$ cat src/rtl/lighthouse_timer.sv
// ---------------------------------------------------------------------------
// lighthouse_timer
//
// Timestamps Lighthouse optical pulses seen by one photodiode front end.
// The active-low envelope is synchronised and edge-detected. Each low pulse
// is measured and classified by width:
//   - glitch : width < GLITCH_MIN_CLKS, dropped
//   - sync   : width >= SYNC_MIN_CLKS
//   - sweep  : anything in between
// One timing record is published per base-station cycle.
//
// Ports
//   i_clk          system clock, all logic on posedge (16 MHz in target)
//   i_rst_n        synchronous active-low reset
//   i_envelope     async active-low light envelope (low = light present)
//   i_data         async demodulated laser bitstream, unused this revision
//   o_sync_A_time  free-running clk count at sync A start
//   o_sync_B_time  clks from sync A start to sync B start, 0 = no sync B
//   o_sweep_time   clks from sync A start to sweep start, 0 = sweep missing
//   o_complete     1-clk strobe: the three outputs hold a new record
// ---------------------------------------------------------------------------
module lighthouse_timer #(
  parameter logic [31:0] SYNC_MIN_CLKS      = 32'd800,
  parameter logic [31:0] GLITCH_MIN_CLKS    = 32'd4,
  parameter logic [31:0] CYCLE_TIMEOUT_CLKS = 32'd128000
) (
  input  logic        i_clk,
  input  logic        i_rst_n,
  input  logic        i_envelope,
  input  logic        i_data,
  output logic [31:0] o_sync_A_time,
  output logic [31:0] o_sync_B_time,
  output logic [31:0] o_sweep_time,
  output logic        o_complete
);

  typedef enum logic [1:0] {
    ST_IDLE    = 2'd0,
    ST_CYCLE   = 2'd1,
    ST_CYCLE_B = 2'd2
  } state_t;

  // Saturating increment: counters stick at all-ones instead of wrapping.
  function automatic logic [31:0] sat_inc(input logic [31:0] v);
    if (v == 32'hFFFF_FFFF) begin
      return v;
    end else begin
      return v + 32'd1;
    end
  endfunction

  // Synchroniser and edge-detect history. Reset to 1 (dark) so that coming
  // out of reset never fakes a falling edge.
  logic        r_env_meta;
  logic        r_env_sync;
  logic        r_env_prev;

  logic [31:0] r_timestamp;
  logic [31:0] r_elapsed;

  // Open-pulse bookkeeping.
  logic        r_in_pulse;
  logic [31:0] r_width;
  logic [31:0] r_start_ts;
  logic [31:0] r_start_el;

  // Pending record for the cycle in flight.
  state_t      r_state;
  logic [31:0] r_rec_a;
  logic [31:0] r_rec_b;

  logic        w_fall;
  logic        w_rise;
  logic        w_valid;
  logic        w_sync;
  logic        w_sweep;
  logic        w_timeout;
  logic        w_start_cycle;
  logic [31:0] w_rebase_el;
  logic        w_unused_data;

  assign w_unused_data = i_data;

  assign w_fall  = r_env_prev & ~r_env_sync;
  assign w_rise  = ~r_env_prev & r_env_sync & r_in_pulse;
  assign w_valid = w_rise & (r_width >= GLITCH_MIN_CLKS);
  assign w_sync  = w_valid & (r_width >= SYNC_MIN_CLKS);
  assign w_sweep = w_valid & (r_width < SYNC_MIN_CLKS);

  // Timeout only counts while the envelope is dark, so a pulse spanning the
  // deadline gets classified first on its rising edge.
  assign w_timeout = (r_elapsed >= CYCLE_TIMEOUT_CLKS) & r_env_sync;

  // A sync is only known to be sync A at its rising edge, so elapsed is
  // rebased to "now minus sync start" rather than cleared at the falling
  // edge. The +1 accounts for the value being loaded for the next clock.
  assign w_rebase_el = r_timestamp + 32'd1 - r_start_ts;

  // Decide whether this clock's pulse opens a new cycle (new sync A).
  always_comb begin
    w_start_cycle = 1'b0;
    case (r_state)
      ST_IDLE: begin
        w_start_cycle = w_sync;
      end
      ST_CYCLE_B: begin
        w_start_cycle = w_sync;
      end
      default: begin
        w_start_cycle = 1'b0;
      end
    endcase
  end

  // Synchroniser, free-running timestamp, elapsed counter and pulse capture.
  always_ff @(posedge i_clk) begin
    if (!i_rst_n) begin
      r_env_meta  <= 1'b1;
      r_env_sync  <= 1'b1;
      r_env_prev  <= 1'b1;
      r_timestamp <= 32'd0;
      r_elapsed   <= 32'd0;
      r_in_pulse  <= 1'b0;
      r_width     <= 32'd0;
      r_start_ts  <= 32'd0;
      r_start_el  <= 32'd0;
    end else begin
      r_env_meta  <= i_envelope;
      r_env_sync  <= r_env_meta;
      r_env_prev  <= r_env_sync;
      r_timestamp <= r_timestamp + 32'd1;

      if (w_start_cycle) begin
        r_elapsed <= w_rebase_el;
      end else begin
        r_elapsed <= sat_inc(r_elapsed);
      end

      if (w_fall) begin
        r_in_pulse <= 1'b1;
        r_width    <= 32'd1;
        r_start_ts <= r_timestamp;
        r_start_el <= r_elapsed;
      end else if (w_rise) begin
        r_in_pulse <= 1'b0;
      end else if (r_in_pulse) begin
        r_width <= sat_inc(r_width);
      end
    end
  end

  // Cycle FSM with registered record outputs and completion strobe.
  always_ff @(posedge i_clk) begin
    if (!i_rst_n) begin
      r_state       <= ST_IDLE;
      r_rec_a       <= 32'd0;
      r_rec_b       <= 32'd0;
      o_sync_A_time <= 32'd0;
      o_sync_B_time <= 32'd0;
      o_sweep_time  <= 32'd0;
      o_complete    <= 1'b0;
    end else begin
      o_complete <= 1'b0;
      case (r_state)
        ST_IDLE: begin
          // Sweeps and glitches with no open cycle are dropped.
          if (w_sync) begin
            r_rec_a <= r_start_ts;
            r_rec_b <= 32'd0;
            r_state <= ST_CYCLE;
          end
        end

        ST_CYCLE: begin
          if (w_sync) begin
            r_rec_b <= r_start_el;
            r_state <= ST_CYCLE_B;
          end else if (w_sweep) begin
            o_sync_A_time <= r_rec_a;
            o_sync_B_time <= r_rec_b;
            o_sweep_time  <= r_start_el;
            o_complete    <= 1'b1;
            r_state       <= ST_IDLE;
          end else if (w_timeout) begin
            o_sync_A_time <= r_rec_a;
            o_sync_B_time <= r_rec_b;
            o_sweep_time  <= 32'd0;
            o_complete    <= 1'b1;
            r_state       <= ST_IDLE;
          end
        end

        ST_CYCLE_B: begin
          if (w_sync) begin
            // Third sync: close the old cycle without a sweep and let this
            // sync become sync A of the next one.
            o_sync_A_time <= r_rec_a;
            o_sync_B_time <= r_rec_b;
            o_sweep_time  <= 32'd0;
            o_complete    <= 1'b1;
            r_rec_a       <= r_start_ts;
            r_rec_b       <= 32'd0;
            r_state       <= ST_CYCLE;
          end else if (w_sweep) begin
            o_sync_A_time <= r_rec_a;
            o_sync_B_time <= r_rec_b;
            o_sweep_time  <= r_start_el;
            o_complete    <= 1'b1;
            r_state       <= ST_IDLE;
          end else if (w_timeout) begin
            o_sync_A_time <= r_rec_a;
            o_sync_B_time <= r_rec_b;
            o_sweep_time  <= 32'd0;
            o_complete    <= 1'b1;
            r_state       <= ST_IDLE;
          end
        end

        default: begin
          r_state <= ST_IDLE;
          r_rec_a <= 32'd0;
          r_rec_b <= 32'd0;
        end
      endcase
    end
  end

endmodule

$ cat config.mk
export PLATFORM = sky130hd
export DESIGN_NAME = lighthouse_timer
export DESIGN_NICKNAME = d
export VERILOG_FILES = /design/src/rtl/lighthouse_timer.sv
export SDC_FILE = /design/constraint.sdc
export NUM_CORES = 1
export LEC_CHECK = 0
export ABC_AREA = 1
export BUFFER_PORTS_ARGS = -buffer_cell sky130_fd_sc_hd__buf_2
export CELL_PAD_IN_SITES_DETAIL_PLACEMENT = 1
export CELL_PAD_IN_SITES_GLOBAL_PLACEMENT = 1
export CORE_ASPECT_RATIO = 1.4
export CORE_MARGIN = 10
export CORE_UTILIZATION = 45
export DETAILED_ROUTE_END_ITERATION = 8
export PLACE_DENSITY_LB_ADDON = 0.1
export SYNTH_ARGS = -nofsm -noshare
export SYNTH_HDL_FRONTEND = slang
export SYNTH_SLANG_ARGS = --single-unit
$ cat constraint.sdc
create_clock -name i_clk -period 3.63 [get_ports i_clk]
set_input_delay 0.1815 -clock i_clk [delete_from_list [all_inputs] [get_ports i_clk]]
set_output_delay 0.1815 -clock i_clk [all_outputs]
set_load 0.01 [all_outputs]
### After elaboration in Yosys (flattened, before gate mapping)

Cells that the tools add are included.

* bits in registers: 327
* input port bits: 4
* output and inout port bits: 97
* word-level logic and storage cells: 100

* add/subtract/negate cells: 4
* order comparisons: 4
* eq/ne operators: 11
* muxes and demuxes: 40
* bitwise operators: 13
* reductions and logical operators: 11

Operators by type and width (count)
* $mux 32: 17
* $pmux 32 s2: 5
* $add 32x1->32 const B: 3
* $eq 32x32->1 const B: 2
* $ge 32x10->1 const B: 1
* $ge 32x17->1 const B: 1
* $ge 32x3->1 const B: 1
* $lt 32x10->1 const B: 1
* $sub 32x32->32: 1
* $ne 2x2->1 const B: 6
* $mux 1: 11
* $mux 2: 5
* $and 1x1->1: 7
* $not 1->1: 6
* $pmux 2 s3: 1
* $reduce_and 2->1: 3
* $reduce_and 3->1: 2
* $reduce_bool 2->1: 3
* $reduce_or 2->1: 2
* $eq 2x1->1 const B: 1
* $eq 2x2->1 const B: 1
* $logic_not 2->1: 1
* $ne 2x1->1 const B: 1
* $pmux 1 s2: 1

### Logic depth before layout (Yosys ltp)

Gate-level depths: netlist of run 1.

* word-level depth: 8
* mapped depth: 25

### Least setup slack after synthesis of run 1

Ideal clock, no wire load.

* path kind: flip-flop to flip-flop
* start: register r_timestamp[0]
* end: register r_elapsed[27]
* library setup time: 132 ps
* data arrival time: 2839 ps
* path slack: 659 ps
* stages on the path, launching flop included: 22
* cells stage by stage: dfxtp_1 > ha_1 > nand2_1 > nor2_1 > nand4_1 > nor3_1 > nand3_1 > inv_1 > nand3_1 > xor2_1 > inv_1 > ha_1 > nand2_1 > nor2_1 > inv_1 > nor3_1 > and2_1 > nand2_1 > nand2_1 > nand2_1 > nand3_1 > a21oi_1

* longest elaborated chain between the ends: 3

RTL lines
* from (decl): RTL line 58 `logic [31:0] r_timestamp;`
* from (signal assigned): RTL line 131 `r_timestamp <= r_timestamp + 32'd1;`
* $add 32x1->32: RTL line 97 `assign w_rebase_el = r_timestamp + 32'd1 - r_start_ts;`
* $sub 32x32->32: RTL line 97
* $mux 32: RTL line 133 `if (w_start_cycle) begin`
* to (signal assigned): RTL line 134 `r_elapsed <= w_rebase_el;`
* to (signal assigned): RTL line 136 `r_elapsed <= sat_inc(r_elapsed);`
* to (decl): RTL line 59 `logic [31:0] r_elapsed;`

Every way passes these cells.
A chain may end at the register's enable or synchronous reset.

### Final worst setup path of run 1

* start: register r_timestamp[4]
* end: register r_elapsed[30]

Same word-level chain as after synthesis.

==> results of run 1 <==
-- flip-flops by register name, summed over array words and instances (netlist names), 2 cells and up --
register,count
o_sync_A_time,32
r_start_el,32
r_width,32
o_sweep_time,32
r_rec_a,32
r_rec_b,32
r_elapsed,32
r_state,2
o_sync_B_time,32
r_start_ts,32
r_timestamp,32
-- power by group through the flow --
stage / combinational, W / clock, W / sequential, W
floorplan: 0.000567 / 0 / 0.00374
detailed placement: 0.000729 / 0 / 0.00377
global route: 0.000838 / 0.00421 / 0.00369
CTS: 0.000735 / 0.00407 / 0.00369
finish: 0.000741 / 0.00398 / 0.00369
global placement: 0.000712 / 0 / 0.00377
-- synth_stat cells (33+ instances only) --
library cell,number,area share
nand3_1,223,0.064
clkbuf_1,58,0.013
xor2_1,57,0.029
a21oi_1,259,0.075
nor3_1,49,0.014
o21ai_0,131,0.038
inv_1,248,0.054
nor2_1,294,0.063
nand3b_1,72,0.031
nand4_1,33,0.012
dfxtp_1,327,0.38
nand2_1,549,0.12
ha_1,41,0.029
-- how the worst max path moves through the flow --
stage,from,cells after the start,endpoint
2_1_floorplan,r_timestamp[0]$_SDFF_PN0_,21,r_elapsed[27]$_SDFFE_PN0P_
3_3_place_gp,r_timestamp[0]$_SDFF_PN0_,22,r_elapsed[27]$_SDFFE_PN0P_
3_5_place_dp,r_timestamp[0]$_SDFF_PN0_,22,r_elapsed[27]$_SDFFE_PN0P_
4_1_cts,r_timestamp[0]$_SDFF_PN0_,22,r_elapsed[27]$_SDFFE_PN0P_
5_1_grt,r_timestamp[0]$_SDFF_PN0_,19,r_elapsed[27]$_SDFFE_PN0P_
6_report,r_timestamp[4]$_SDFF_PN0_,20,r_elapsed[30]$_SDFFE_PN0P_
-- logic make-up after synthesis --
| logic type | Yosys count | share of synthesized area |
|---|---|---|
| AOI/OAI and AO/OA | 442 | 0.1330 |
| xor gates and xnor gates | 73 | 0.03677 |
| adders and majority gates | 42 | 0.03065 |
| buffers and inverters | 386 | 0.09785 |
| DFF | 327 | 0.3764 |
| and+or+nand+nor | 1265 | 0.3253 |
-- per-stage QoR --
stage	hold WS, ps	area (sq um)	setup slack (ps)	utilization	instances
floorplan	288.1	17390	659.0	-	2535
global route	242.1	19530	-44.32	0.5100	3088
CTS	208.1	19420	169.9	0.5074	3087
global placement	377.4	18120	274.2	0.4733	3023
finish	221.5	19530	254.2	0.5100	3088
detailed placement	390.8	18120	187.4	0.4733	3023
-- critical path, stage by stage (launching register included) --
cell	delay, ps
dfxtp_1	420
nand2_1	110
nor2_1	140
nand2_1	120
inv_1	110
nand4_1	230
nor3_1	220
buf_4	160
nand2_1	60
xor2_1	190
inv_1	70
ha_2	400
nand2_1	120
nor2_1	210
inv_1	80
nor3_1	200
nand2_1	90
nand2_1	70
nand2_1	50
nand3_1	100
a21oi_1	80
-- metal layers --
layer	vias to the layer above	share of wire
met4	0	0.022
li1	8375	-
met3	79	0.034
met5	-	0
met1	8037	0.44
met2	262	0.51
-- final cells by class --
class | instances | area [sq um] | area share
multi-input cells | 1822 | 9255 | 0.4740
flip-flops and latches | 327 | 6548 | 0.3353
clock buffers | 53 | 1127 | 0.05773
inverters | 257 | 967.2 | 0.04953
repair buffers | 141 | 865.8 | 0.04434
well taps | 478 | 598.1 | 0.03063
clock inverters | 10 | 165.2 | 0.008458
-- repair_timing --
item                       4_1_cts  5_1_grt
hold endpoints to repair         1        0
setup buffers                    0        1
resized for setup                0       25
hold buffers                     1        0
setup endpoints to repair        0       14
==> flow_metrics.py, run 1 <==
metrics = {
    "status": {
        "status": "finished clean",
    },
    "sta": {
        "rsz0062_at_grt": "true",
        "setup_violations": 0,
        "worst_pin_slew_ps": 849.2,
        "fmax_mhz": 296.2,
        "slew_headroom": 0.4332,
        "drv_slew": 0,
        "fin_crit_sh": 0.9300,
        "final_hold_viol_count": 0,
        "skew_ps": 14.53,
        "min_period_ps": 3376,
        "fin_tns_setup_ps": 0,
    },
    "power_and_ir_drop": {
        "p_int_w": 0.006265,
        "p_clk_frac": 0.473,
        "p_leak_nw": 8.665,
        "p_seq_frac": 0.439,
        "swShare": 0.2548,
        "p_switching_w": 0.002142,
        "finalPower_w": 0.008408,
        "power.density_nw_per_um2": 430.6,
        "irDropWorstVdd_mv": 0.3502,
        "power_frac_comb": 0.088,
    },
    "place": {
        "io_buffers": 99,
        "globalplace.congestion": 0.9092,
        "hpwlAfterDp_mm": 41.61,
    },
    "worst_hold_path": {
        "min_path_cells": 6,
        "min_to": "r_width[24]$_SDFFE_PP0P_",
        "min-delay-start": "i_rst_n",
        "hold_class": "in -> reg",
    },
    "global_routing": {
        "met1_usage": 0.2880,
        "grt_max_degree": 171,
        "antenna_found_initial": 0,
        "busiest_layer": "met2",
        "grt_pass1_wl_mm": 90.02,
        "grt.total_usage": 0.2352,
        "grt_util_met2": 0.4219,
        "grt_remaining_overflow": 0,
        "grt_pass1_vias": 16970,
        "met3_usage": 0.02719,
    },
    "synth": {
        "synth_cells": 2535,
        "syn_nets": 2581,
        "synth-edff-count": 0,
        "synthFlopType": "dfxtp_1",
        "synth_area_sq_um": 17390,
        "yosysWarnings": 0,
        "synth_cell_types": 46,
        "synth_seq_area_share": 0.3764,
        "avgSynthCellArea_sq_um": 6.860,
        "yosys_register_bits": 327,
        "synthArstFlopShare": 0,
    },
    "detailed_routing": {
        "ant_nets": 0,
        "drc": 0,
        "wire_per_inst_um": 18.16,
        "via_per_inst": 5.425,
        "vias": 16750,
        "drt_iter0_markers": 942,
        "wl_mm": 56.09,
        "dr.pass1.iters": 5,
    },
    "layout": {
        "final_common_cell": "nand2_1",
        "diodes": 0,
        "nets": 2631,
        "mostFrequentLayoutCells": "548 x nand2_1, 326 x dfxtp_1, 285 x nor2_1",
        "drive_gt1_frac": 0.1019,
        "area_growth_pct": 12.28,
        "fillers": 5056,
    },
    "worst_setup_path": {
        "critPathLaunchType": "flip-flop",
        "worstPathRequired_ps": 4020,
        "timing.rr.end": "r_elapsed[30]$_SDFFE_PN0P_",
        "r2r_slack_ps": 250,
        "worstPathMaxFanout": 5,
        "critical_path_arrival_ps": 3760,
        "critical_path_class": "reg -> reg",
        "rr_startpoint": "r_timestamp[4]$_SDFF_PN0_",
        "cp-end-kind": "flip-flop",
        "ff2ff_path_depth": 20,
    },
    "floorplanning": {
        "core_sq_um": 38290,
        "die_w_um": 186.1,
        "rows": 85,
        "dieHeight_um": 252.6,
        "io_pins": 101,
        "start_util": 0.4542,
        "die-area_sq_um": 47020,
    },
    "clock_network": {
        "cts_buffer_depth": 3,
        "clock_sinks": 327,
        "clock_latency_ps": 540,
        "root_buffer": "clkbuf_16",
        "cts_tree": "done",
        "numCtsBuffers": 36,
        "clk_pin_slew_ps": 60,
        "htreeDepth": 2,
    },
    "job": {
        "maxCapViolations": 0,
    },
}
Power figures use the tool's default switching activity.
==> run 2, diff against run 1 <==
--- a/config.mk
+++ b/config.mk
@@ -6,12 +6,13 @@
 export NUM_CORES = 1
 export LEC_CHECK = 0
 export ABC_AREA = 1
-export BUFFER_PORTS_ARGS = -buffer_cell sky130_fd_sc_hd__buf_2
+export BUFFER_PORTS_ARGS = -buffer_cell sky130_fd_sc_hd__buf_4
 export CELL_PAD_IN_SITES_DETAIL_PLACEMENT = 1
 export CELL_PAD_IN_SITES_GLOBAL_PLACEMENT = 1
 export CORE_ASPECT_RATIO = 1.4
 export CORE_MARGIN = 10
 export CORE_UTILIZATION = 45
+export CTS_CLUSTER_DIAMETER = 50
 export DETAILED_ROUTE_END_ITERATION = 8
 export PLACE_DENSITY_LB_ADDON = 0.1
 export SYNTH_ARGS = -nofsm -noshare
==> flow_metrics.py, run 2 (synthesized netlist as in run 1, its figures left out) <==
metrics = {
    "status": {
        "status": "finished clean",
    },
    "global_routing": {
        "grt_pass1_vias": 16940,
        "grt_max_degree": 171,
        "antenna_found_initial": 0,
        "grt.total_usage": 0.2345,
        "grt_remaining_overflow": 0,
        "grt_pass1_wl_mm": 89.84,
    },
    "detailed_routing": {
        "wire_per_inst_um": 18.18,
        "ant_nets": 0,
        "wl_mm": 56.24,
        "drt_iter0_markers": 771,
        "dr.pass1.iters": 4,
        "vias": 16810,
        "drc": 0,
        "via_per_inst": 5.436,
    },
    "job": {
        "maxCapViolations": 0,
    },
    "floorplanning": {
        "rows": 85,
        "die-area_sq_um": 47020,
        "dieHeight_um": 252.6,
        "core_sq_um": 38290,
        "die_w_um": 186.1,
        "io_pins": 101,
        "start_util": 0.4542,
    },
    "sta": {
        "final_hold_viol_count": 0,
        "min_period_ps": 3358,
        "worst_pin_slew_ps": 1043,
        "fin_crit_sh": 0.9251,
        "setup_violations": 0,
        "drv_slew": 0,
        "skew_ps": 23.05,
        "fmax_mhz": 297.8,
        "slew_headroom": 0.3046,
    },
    "layout": {
        "fin_util": 0.5155,
        "drive_gt1_frac": 0.1006,
        "area_growth_pct": 13.48,
        "final_common_cell": "nand2_1",
        "nets": 2632,
        "diodes": 0,
        "mostFrequentLayoutCells": "548 x nand2_1, 325 x dfxtp_1, 284 x nor2_1",
        "finalInstanceArea_sq_um": 19740,
    },
    "worst_setup_path": {
        "critPathLaunchType": "flip-flop",
        "critical_path_class": "reg -> reg",
        "worstPathRequired_ps": 4100,
        "timing.rr.end": "r_elapsed[20]$_SDFFE_PN0P_",
        "worstPathMaxFanout": 5,
        "cp-end-kind": "flip-flop",
        "crit_chain": "inv_1, nor2_1, nand2_1, inv_1, nand4_1, buf_4, nor2_2, nand2_1, xor2_1, inv_1, ha_1, nand2_1, inv_1, nand2_1, nor2_1, nand4_1, nand4_1, nand3_1, a21oi_1",
        "critical_path_arrival_ps": 3830,
        "rr_startpoint": "r_timestamp[2]$_SDFF_PN0_",
        "critPathMaxStageDelay_ps": 390,
        "cp_slowest_cell": "ha_1",
        "cp-startpoint": "r_timestamp[2]$_SDFF_PN0_",
        "r2r_slack_ps": 270,
        "ff2ff_path_depth": 19,
    },
    "place": {
        "placed_area_sq_um": 18330,
        "io_buffers": 99,
        "hpwlAfterDp_mm": 41.39,
        "globalplace.congestion": 0.9439,
    },
    "clock_network": {
        "clk_pin_slew_ps": 60,
        "clock_latency_ps": 550,
        "clock_sinks": 327,
        "root_buffer": "clkbuf_16",
        "numCtsBuffers": 39,
        "htreeDepth": 2,
        "cts_buffer_depth": 3,
        "cts_tree": "done",
    },
    "worst_hold_path": {
        "min_to": "r_rec_b[14]$_SDFFE_PN0P_",
        "hold_class": "in -> reg",
        "min_path_cells": 3,
        "min-delay-start": "i_rst_n",
    },
    "power_and_ir_drop": {
        "irDropWorstVdd_mv": 0.3194,
        "power.density_nw_per_um2": 423.1,
        "p_leak_nw": 8.659,
        "finalPower_w": 0.008350,
    },
}
## run 2: changes by cell type in the layout (fill, tap and decap cells not counted), sizes merged
cell and change:
clkbuf +5, bufinv -4, buf -2, clkinvlp +2
inv +5, clkinv -1
## run 2: routing by layer
layer  vias up  part of all wire  GRT usage
li1       8375                 -          -
met1      8094              0.43     0.2865
met4         0             0.023    0.06557
met2       270              0.50     0.4193
met5         -                 0          0
met3        74             0.038    0.02776
## run 2: worst max-delay path: cells and delay by family (launching register included)
family / cells / cell delay (ps)
AOI/OAI and AO/OA: 1 / 170
xor gates and xnor gates: 1 / 190
adders and majority gates: 1 / 390
buffers and inverters: 5 / 480
DFF: 1 / 360
and+or+nand+nor: 11 / 1680
## run 2: what timing repair did
action | CTS | global route
hold endpoints to repair | 1 | 0
setup endpoints to repair | 0 | 15
hold buffers | 1 | 0
buffers inserted | 0 | 2
gates resized for setup | 0 | 22
## run 2: layout make-up
class / instances / area [sq um]
Tap cell: 478 / 598.1
Multi-Input combinational cell: 1822 / 9239
Clock inverter: 12 / 120.1
Clock buffer: 58 / 1179
Fill cell: 5032 / 18550
Inverter: 257 / 967.2
Sequential cell: 327 / 6549
Timing Repair Buffer: 139 / 1084
## run 2: per-stage QoR
stage	hold WS, ps	setup TNS, ps	cells	setup WS, ps
after floorplan	288.1	0	2535	659.0
after global placement	374.0	0	3020	202.9
after detailed placement	373.2	0	3020	187.4
after CTS	88.29	0	3091	137.0
after global routing	118.1	-16.26	3093	-16.26
final	99.99	0	3093	271.9
## run 2: how the worst max path moves through the flow
stage / cells after the start / slack [ps] / to
2_1_floorplan: 21 / 660 / r_elapsed[27]$_SDFFE_PN0P_
4_1_cts: 19 / 140 / r_elapsed[30]$_SDFFE_PN0P_
3_3_place_gp: 19 / 200 / r_elapsed[30]$_SDFFE_PN0P_
5_1_grt: 22 / -20 / r_elapsed[27]$_SDFFE_PN0P_
6_report: 19 / 270 / r_elapsed[20]$_SDFFE_PN0P_
3_5_place_dp: 19 / 190 / r_elapsed[25]$_SDFFE_PN0P_
## run 2: where the power goes
part	switching, W	leakage, nW	total (W)	internal, W
sequential	0.0000583	2.64	0.00369	0.00363
combinational	0.000545	5.38	0.000739	0.000194
clock	0.00163	0.635	0.00392	0.00228
==> run 3, diff against run 2 <==
--- a/config.mk
+++ b/config.mk
@@ -10,7 +10,7 @@
 export CELL_PAD_IN_SITES_DETAIL_PLACEMENT = 1
 export CELL_PAD_IN_SITES_GLOBAL_PLACEMENT = 1
 export CORE_ASPECT_RATIO = 1.4
-export CORE_MARGIN = 10
+export CORE_MARGIN = 5
 export CORE_UTILIZATION = 45
 export CTS_CLUSTER_DIAMETER = 50
 export DETAILED_ROUTE_END_ITERATION = 8
==> flow_metrics.py, run 3 (synthesized netlist as in run 1, its figures left out) <==
metrics = {
    "clock_network": {
        "numCtsBuffers": 39,
        "cts_buffer_depth": 3,
        "root_buffer": "clkbuf_16",
        "cts_tree": "done",
        "clock_sinks": 327,
        "htreeDepth": 2,
        "clock_latency_ps": 540,
        "clk_pin_slew_ps": 60,
    },
    "power_and_ir_drop": {
        "p_seq_frac": 0.433,
        "power_frac_comb": 0.087,
        "p_leak_nw": 8.731,
        "p_int_w": 0.006364,
        "irDropWorstVdd_mv": 0.3711,
        "finalPower_w": 0.008523,
        "p_clk_frac": 0.480,
        "swShare": 0.2533,
        "power.density_nw_per_um2": 428.0,
        "p_switching_w": 0.002159,
    },
    "floorplanning": {
        "start_util": 0.4530,
        "core_sq_um": 38390,
        "rows": 85,
        "dieHeight_um": 242.6,
        "io_pins": 101,
        "die_w_um": 176.1,
        "die-area_sq_um": 42730,
    },
    "sta": {
        "drv_slew": 0,
        "fin_crit_sh": 0.9281,
        "fin_tns_setup_ps": 0,
        "final_hold_viol_count": 0,
        "worst_pin_slew_ps": 1087,
        "fmax_mhz": 296.8,
        "slew_headroom": 0.2754,
        "min_period_ps": 3369,
        "skew_ps": 25.26,
        "setup_violations": 0,
    },
    "layout": {
        "fin_cells": 3145,
        "final_common_cell": "nand2_1",
        "area_growth_pct": 14.52,
        "nets": 2640,
        "diodes": 0,
        "mostFrequentLayoutCells": "547 x nand2_1, 326 x dfxtp_1, 282 x nor2_1",
        "finalInstanceArea_sq_um": 19920,
        "fillers": 5002,
        "drive_gt1_frac": 0.1033,
    },
    "detailed_routing": {
        "dr.pass1.iters": 5,
        "via_per_inst": 5.359,
        "drt_iter0_markers": 894,
        "wl_mm": 55.88,
        "wire_per_inst_um": 17.77,
        "vias": 16850,
        "drc": 0,
        "ant_nets": 0,
    },
    "global_routing": {
        "grt_max_degree": 171,
        "grt_remaining_overflow": 0,
        "grt_pass1_wl_mm": 90.53,
        "grt_pass1_vias": 16820,
        "antenna_found_initial": 1,
        "grt.total_usage": 0.2568,
    },
    "place": {
        "dp.cells": 3070,
        "placed_area_sq_um": 18430,
        "io_buffers": 99,
        "globalplace.congestion": 0.8895,
        "hpwlAfterDp_mm": 41.13,
    },
    "status": {
        "status": "finished clean",
    },
    "worst_setup_path": {
        "critPathLaunchType": "flip-flop",
        "critical_path_class": "reg -> reg",
        "timing.rr.end": "r_elapsed[31]$_SDFFE_PN0P_",
        "r2r_slack_ps": 260,
        "cp-end-kind": "flip-flop",
        "ff2ff_path_depth": 25,
        "rr_startpoint": "r_timestamp[1]$_SDFF_PN0_",
        "worstPathRequired_ps": 4090,
        "worstPathMaxFanout": 4,
        "critical_path_arrival_ps": 3830,
    },
    "job": {
        "maxCapViolations": 0,
    },
    "worst_hold_path": {
        "min_to": "r_elapsed[18]$_SDFFE_PN0P_",
        "hold_class": "in -> reg",
        "min-delay-start": "i_rst_n",
        "min_path_cells": 3,
    },
}
[run 3: cell count changes in the layout (fill, tap and decap cells not counted), sizes merged]
| cell | change |
|---|---|
| bufinv | +5 |
| clkinvlp | -2 |
| clkinv | -2 |
| buf | +8 |
| inv | -1 |
[run 3: worst max-delay path, cell delays in order, from the launching register on]
cell and delay, ps:
dfxtp_1 370, ha_1 190, nand2_1 90, nor2_2 130, nand4_1 180, nor3_2 160, buf_4 160, nand3_1 150
inv_1 130, nand2_1 80, xor2_1 190, inv_1 60, ha_1 320, inv_1 90, buf_4 130, o21bai_1 180
nand2_1 80, nand2_1 90, a21oi_2 50, nand2_1 80, inv_1 40, nand2_1 80, inv_1 50, nand2_1 50
nand3_1 70, a21oi_1 130
[run 3: layer usage]
layer	track usage	vias up	part of all wire
li1	-	8385	-
met1	0.3278	8121	0.44
met2	0.4609	264	0.50
met3	0.02677	84	0.035
met4	0.06609	0	0.026
met5	0	-	0
[run 3: timing repair]
| item | CTS | global route |
|---|---|---|
| endpoints found under the hold margin | 1 | 0 |
| buffers inserted | 0 | 4 |
| hold buffers | 1 | 0 |
| gates resized for setup | 0 | 25 |
| endpoints found under the setup margin | 0 | 16 |
[run 3: power groups by stage]
stage	Clock (W)	Sequential, W	Combinational, W
floorplan	0	0.00374	0.000567
global placement	0	0.00377	0.000715
detailed placement	0	0.00377	0.000732
CTS	0.00419	0.00369	0.000737
global route	0.00434	0.00369	0.000842
finish	0.00409	0.00369	0.000742
[run 3: layout make-up]
class,count,area [sq um],share of cell area
clock buffer,58,1137,0.05711
clock inverter,12,203.9,0.01024
inverter,257,967.2,0.04856
multi-input combinational,1822,9263,0.4651
sequential,327,6548,0.3288
tap,522,653.1,0.03280
timing repair buffer,147,1144,0.05742
[run 3: worst max path at each step]
stage,from,to,depth (start not counted)
after floorplan,r_timestamp[0]$_SDFF_PN0_,r_elapsed[27]$_SDFFE_PN0P_,21
after global placement,r_timestamp[0]$_SDFF_PN0_,r_elapsed[31]$_SDFFE_PN0P_,22
after detailed placement,r_timestamp[0]$_SDFF_PN0_,r_elapsed[27]$_SDFFE_PN0P_,20
after CTS,r_timestamp[0]$_SDFF_PN0_,r_elapsed[27]$_SDFFE_PN0P_,20
after global routing,r_timestamp[1]$_SDFF_PN0_,r_elapsed[27]$_SDFFE_PN0P_,22
final,r_timestamp[1]$_SDFF_PN0_,r_elapsed[31]$_SDFFE_PN0P_,25
[run 3: stage by stage]
stage	util	hold WS (ps)	worst slack, ps
floorplan	-	288.1	659.0
global placement	0.4801	373.4	163.4
detailed placement	0.4801	372.9	130.5
CTS	0.5153	98.49	81.37
global route	0.5187	129.5	-24.14
finish	0.5187	106.5	261.0
